$ cat config.mk
export PLATFORM = sky130hd
export DESIGN_NAME = axis_byte_packer
export DESIGN_NICKNAME = d
export VERILOG_FILES = /design/src/rtl/axis_config_pkg.sv /design/src/rtl/axis_byte_packer.sv
export SDC_FILE = /design/constraint.sdc
export NUM_CORES = 1
export LEC_CHECK = 0
export ABC_AREA = 1
export CAP_MARGIN = 20
export CORE_MARGIN = 5
export CORE_UTILIZATION = 40
export CTS_BUF_LIST = sky130_fd_sc_hd__clkbuf_16
export DETAILED_ROUTE_END_ITERATION = 16
export PLACE_DENSITY = 0.64
export RECOVER_POWER = 100
export SYNTH_ARGS = -nofsm -noshare
export SYNTH_HDL_FRONTEND = slang
export SYNTH_SLANG_ARGS = --single-unit
$ cat constraint.sdc
create_clock -name clk -period 2.2 [get_ports clk]
set_input_delay 0.44 -clock clk [delete_from_list [all_inputs] [get_ports clk]]
set_output_delay 0.44 -clock clk [all_outputs]
set_load 0.01 [all_outputs]
$ cat src/rtl/axis_config_pkg.sv
// Shared configuration for the host-side byte packer and the matching output-side unpacker.
// Latency: n/a (types, constants and an elaboration-time helper only).
// Backpressure: n/a.
// Contents:
//   BYTE_WIDTH  width of one AXI-Stream beat on the host link (8)
//   byte_t      one host-link beat
//   num_bytes() number of whole bytes needed to carry a word of the given width
package axis_config;

    localparam int BYTE_WIDTH = 8;

    typedef logic [BYTE_WIDTH-1:0] byte_t;

    // Rounds up so that a word whose width is not a multiple of 8 still fits.
    function automatic int num_bytes(input int width);
        return (width + BYTE_WIDTH - 1) / BYTE_WIDTH;
    endfunction

endpackage

$ cat src/rtl/axis_byte_packer.sv
// Packs ceil(WORD_WIDTH/8) consecutive host bytes, first byte most significant, into one AXI-Stream word.
// Latency: word valid on the cycle after the edge that accepts its last byte; one byte per cycle sustained.
// Backpressure: one output register; non-final bytes keep flowing while the output stalls, only the final byte waits.
// Ports:
//   clk, arst           rising-edge clock; asynchronous active-high reset
//   clr                 synchronous flush of the partial word and the held output word
//   s_axis_t*           8-bit input byte stream (tdata/tvalid/tready)
//   m_axis_t*           WORD_WIDTH-bit output word stream, driven straight from a register
//   partial             at least one byte of the next word is buffered
module axis_byte_packer
    import axis_config::*;
#(
    parameter int WORD_WIDTH = 24,
    parameter int BYTE_WIDTH = axis_config::BYTE_WIDTH
) (
    input  logic                  clk,
    input  logic                  arst,
    input  logic                  clr,
    input  logic [BYTE_WIDTH-1:0] s_axis_tdata,
    input  logic                  s_axis_tvalid,
    output logic                  s_axis_tready,
    output logic [WORD_WIDTH-1:0] m_axis_tdata,
    output logic                  m_axis_tvalid,
    input  logic                  m_axis_tready,
    output logic                  partial
);

    if (BYTE_WIDTH != 8) begin : g_bad_byte_width
        $error("axis_byte_packer: BYTE_WIDTH must be 8");
    end

    localparam int NUM_BYTES = num_bytes(WORD_WIDTH);
    localparam int CNT_W     = $clog2(NUM_BYTES + 1);
    localparam int ACC_W     = NUM_BYTES * 8;
    // Low bits of the last byte that do not belong to the word.
    localparam int PAD_W     = ACC_W - WORD_WIDTH;

    localparam logic [CNT_W-1:0] LAST_CNT = CNT_W'(NUM_BYTES - 1);

    logic [ACC_W-1:0]      acc;
    logic [ACC_W-1:0]      acc_next;
    logic [CNT_W-1:0]      cnt;
    logic [WORD_WIDTH-1:0] out_q;
    logic                  out_vld;
    logic [WORD_WIDTH-1:0] word_next;
    logic                  is_last;
    logic                  accept;
    logic                  complete;

    // The oldest byte falls off the top; the cast keeps the newest ACC_W bits.
    assign acc_next  = ACC_W'({acc, byte_t'(s_axis_tdata)});
    // Shift the pad bits out before truncating to the MSB-aligned word.
    assign word_next = WORD_WIDTH'(acc_next >> PAD_W);

    assign is_last  = (cnt == LAST_CNT);
    // Only the final byte needs room in the output register; earlier bytes always have room in acc.
    assign s_axis_tready = !clr && (!is_last || !out_vld || m_axis_tready);
    assign accept   = s_axis_tvalid && s_axis_tready;
    assign complete = accept && is_last;

    assign m_axis_tdata  = out_q;
    assign m_axis_tvalid = out_vld;
    assign partial       = (cnt != '0);

    always_ff @(posedge clk or posedge arst) begin
        if (arst) begin
            acc     <= '0;
            cnt     <= '0;
            out_q   <= '0;
            out_vld <= 1'b0;
        end else if (clr) begin
            cnt     <= '0;
            out_vld <= 1'b0;
        end else begin
            if (accept) begin
                acc <= acc_next;
                if (is_last) begin
                    cnt <= '0;
                end else begin
                    cnt <= cnt + CNT_W'(1);
                end
            end
            // A completing word overwrites out_q even during a handshake, so valid stays up.
            if (complete) begin
                out_q   <= word_next;
                out_vld <= 1'b1;
            end else if (out_vld && m_axis_tready) begin
                out_vld <= 1'b0;
            end
        end
    end

endmodule

==> results.ini <==
[layout]
fin_cells = 269
layout-drive-gt1-share_pct = 6.45
final_common_cell = nand2_1
layout-area-overhead-vs-synth_pct = 30.2
postLayoutCellArea_sq_mm = 0.00225
nNetsFinal = 229
diodes = 0
layout_common_cells = nand2_1 (45), dfrtp_1 (43), o21ai_0 (39), inv_1 (28), dlygate4sd3_1 (28)

[timing]
hold_ws_ns = 0.478
slew_violations = 0
skew_ns = 0.00485
hold_viol = 0
relSlewSlack_pct = 51.0
worst_slew_pin_slew_ns = 0.734
fmax_mhz = 474
finalSetupViolCount = 0
grt_setup_unrepaired = false
fin_crit_sh_pct = 95.9
fin_setup_tns_ns = 0
fin_crit_ns = 2.11

[worst_setup_path]
crit_path_max_fanout = 2
path_class = input port to output pin
regToRegSetupSlack_ns = 0.62
cp-end-kind = output pin
start_kind = input port
cp.required_ns = 1.76
r2r_end = acc[9]$_DFFE_PP0P_
reg2reg_depth = 5
arrival_ns = 1.67
cp-startpoint = m_axis_tready
cp-endpoint = s_axis_tready
r2r_start = cnt[1]$_DFFE_PP0P_

[clock_tree]
hold_buffers = 0
cts_tree = done
clk_pin_slew_ns = 0.06
numCtsBuffers = 5
clock_sinks = 43
post_cts_buffers = 0
ctsLongestPathBuffers = 2
htreeDepth = 2
clock_latency_ns = 0.28
cts_resized = 0
cts-root-buf = clkbuf_16

[synth]
avgSynthCellArea_sq_um = 9.82
synth.distinct_cells = 18
ys.flop_type = dfrtp_1
ys_warn_count = 0
synthCells = 176
yosysSeqAreaShare_pct = 62.2
syn_nets = 189
synth_edf_count = 0
synthesis.area_sq_mm = 0.00173
async_flop_share_pct = 100
synth_seq_cells = 43

[floorplan]
placementRows = 24
die_w_um = 75.8
fp.dieH_um = 75.8
dieArea_sq_mm = 0.00574
start_util_pct = 40.6
core_area_sq_mm = 0.00426
ios = 40

[place]
portBuffers = 39
gp_congestion = 0.707
place_area_sq_mm = 0.00215
numPlacedInstances = 261
dpl.hpwl_um = 2160

[global_routing]
first_global_vias = 1192
grt_max_degree = 50
overflow = 0
antenna_found_initial = 0
grt_pass1_wl_um = 5370
gr-usage-all-layers_pct = 12.7

[route]
ant_nets = 0
drt_wl_total_um = 3190
drc_errors = 0
drt-initial-drc-count = 56
firstDrtPassIters = 4
num_vias = 1198
avgRoutedWirePerCell_um = 11.9
vias_per_cell = 4.45

[power_and_ir_drop]
p_total_mw = 2.30
p_per_area_mw_per_mm2 = 1020
vdd_drop_max_mv = 0.378
leakagePower_nw = 1.13

[hold_path]
hold_start = m_axis_tdata[5]$_DFFE_PP0P_
hp-class = register to register

[flow_run]
max-cap-violations = 0

[status]
status = complete, no violations

flip-flops by register name (all words and copies together) (netlist names):
signal / flops
acc: 16
cnt: 2
m_axis_tdata: 24
m_axis_tvalid: 1
report_power, final:
group          internal [mW]  switching [mW]  total (mW)
sequential             0.967          0.0909        1.06
combinational          0.268           0.243       0.511
clock                  0.424           0.305       0.729
total                   1.66           0.639        2.30
synthesized netlist by cell type, types with 2 or more instances:
cell | number | area, sq um
nand3_1 | 2 | 10.0
o21ai_0 | 15 | 75.1
o21ai_1 | 21 | 105
buf_6 | 4 | 45.0
dfrtp_1 | 43 | 1080
buf_2 | 2 | 10.0
o21ai_2 | 5 | 43.8
nand2_1 | 45 | 169
inv_2 | 2 | 7.51
inv_1 | 28 | 105
nand4_1 | 2 | 12.5
worst min path at each step:
| stage | cells past startpoint | to | slack, ns |
|---|---|---|---|
| 2_1_floorplan | 2 | acc[0]$_DFFE_PP0P_ | 0.46 |
| 3_3_place_gp | 2 | m_axis_tdata[6]$_DFFE_PP0P_ | 0.47 |
| 3_5_place_dp | 2 | m_axis_tdata[21]$_DFFE_PP0P_ | 0.47 |
| 4_1_cts | 2 | m_axis_tdata[5]$_DFFE_PP0P_ | 0.49 |
| 5_1_grt | 2 | m_axis_tdata[21]$_DFFE_PP0P_ | 0.50 |
| 6_report | 2 | m_axis_tdata[5]$_DFFE_PP0P_ | 0.48 |
critical path, stage by stage:
cell and delay, ns:
clkdlybuf4s50_1 0.47, nor2_1 0.06, a21oi_1 0.14, clkdlybuf4s50_1 0.55
cells by family after synthesis:
kind of cell	count (synthesis)	synth area share [%]
DFF	43	62.2
AOI/OAI and AO/OA	42	13.2
buffers and inverters	38	10.3
and+or+nand+nor	53	14.2
layout make-up:
class	count	area, sq um
Clock buffer	5	125
Inverter	30	113
Sequential cell	43	1080
Clock inverter	3	25.0
Timing Repair Buffer	41	399
Multi-Input combinational cell	95	448
Fill cell	423	2010
Tap cell	52	65.1
per-stage QoR:
step | setup WS (ns) | utilization, %
after floorplan | 0.757 | -
after global placement | 0.117 | 50.3
after detailed placement | 0.0409 | 50.3
after CTS | 0.0853 | 53.8
after global routing | 0.0506 | 52.8
final | 0.0911 | 52.8
per-layer routing:
| layer | share of wire (%) | GRT usage, % | up-vias | routed length [um] |
|---|---|---|---|---|
| met2 | 45 | 19.3 | 26 | 1420 |
| met4 | 1.7 | 6.99 | 0 | 54 |
| met3 | 6.3 | 4.35 | 5 | 201 |
| met1 | 47 | 15.8 | 541 | 1510 |
| li1 | - | - | 626 | - |
| met5 | 0 | 0 | - | 0 |
(Power assumes the default switching activity.)
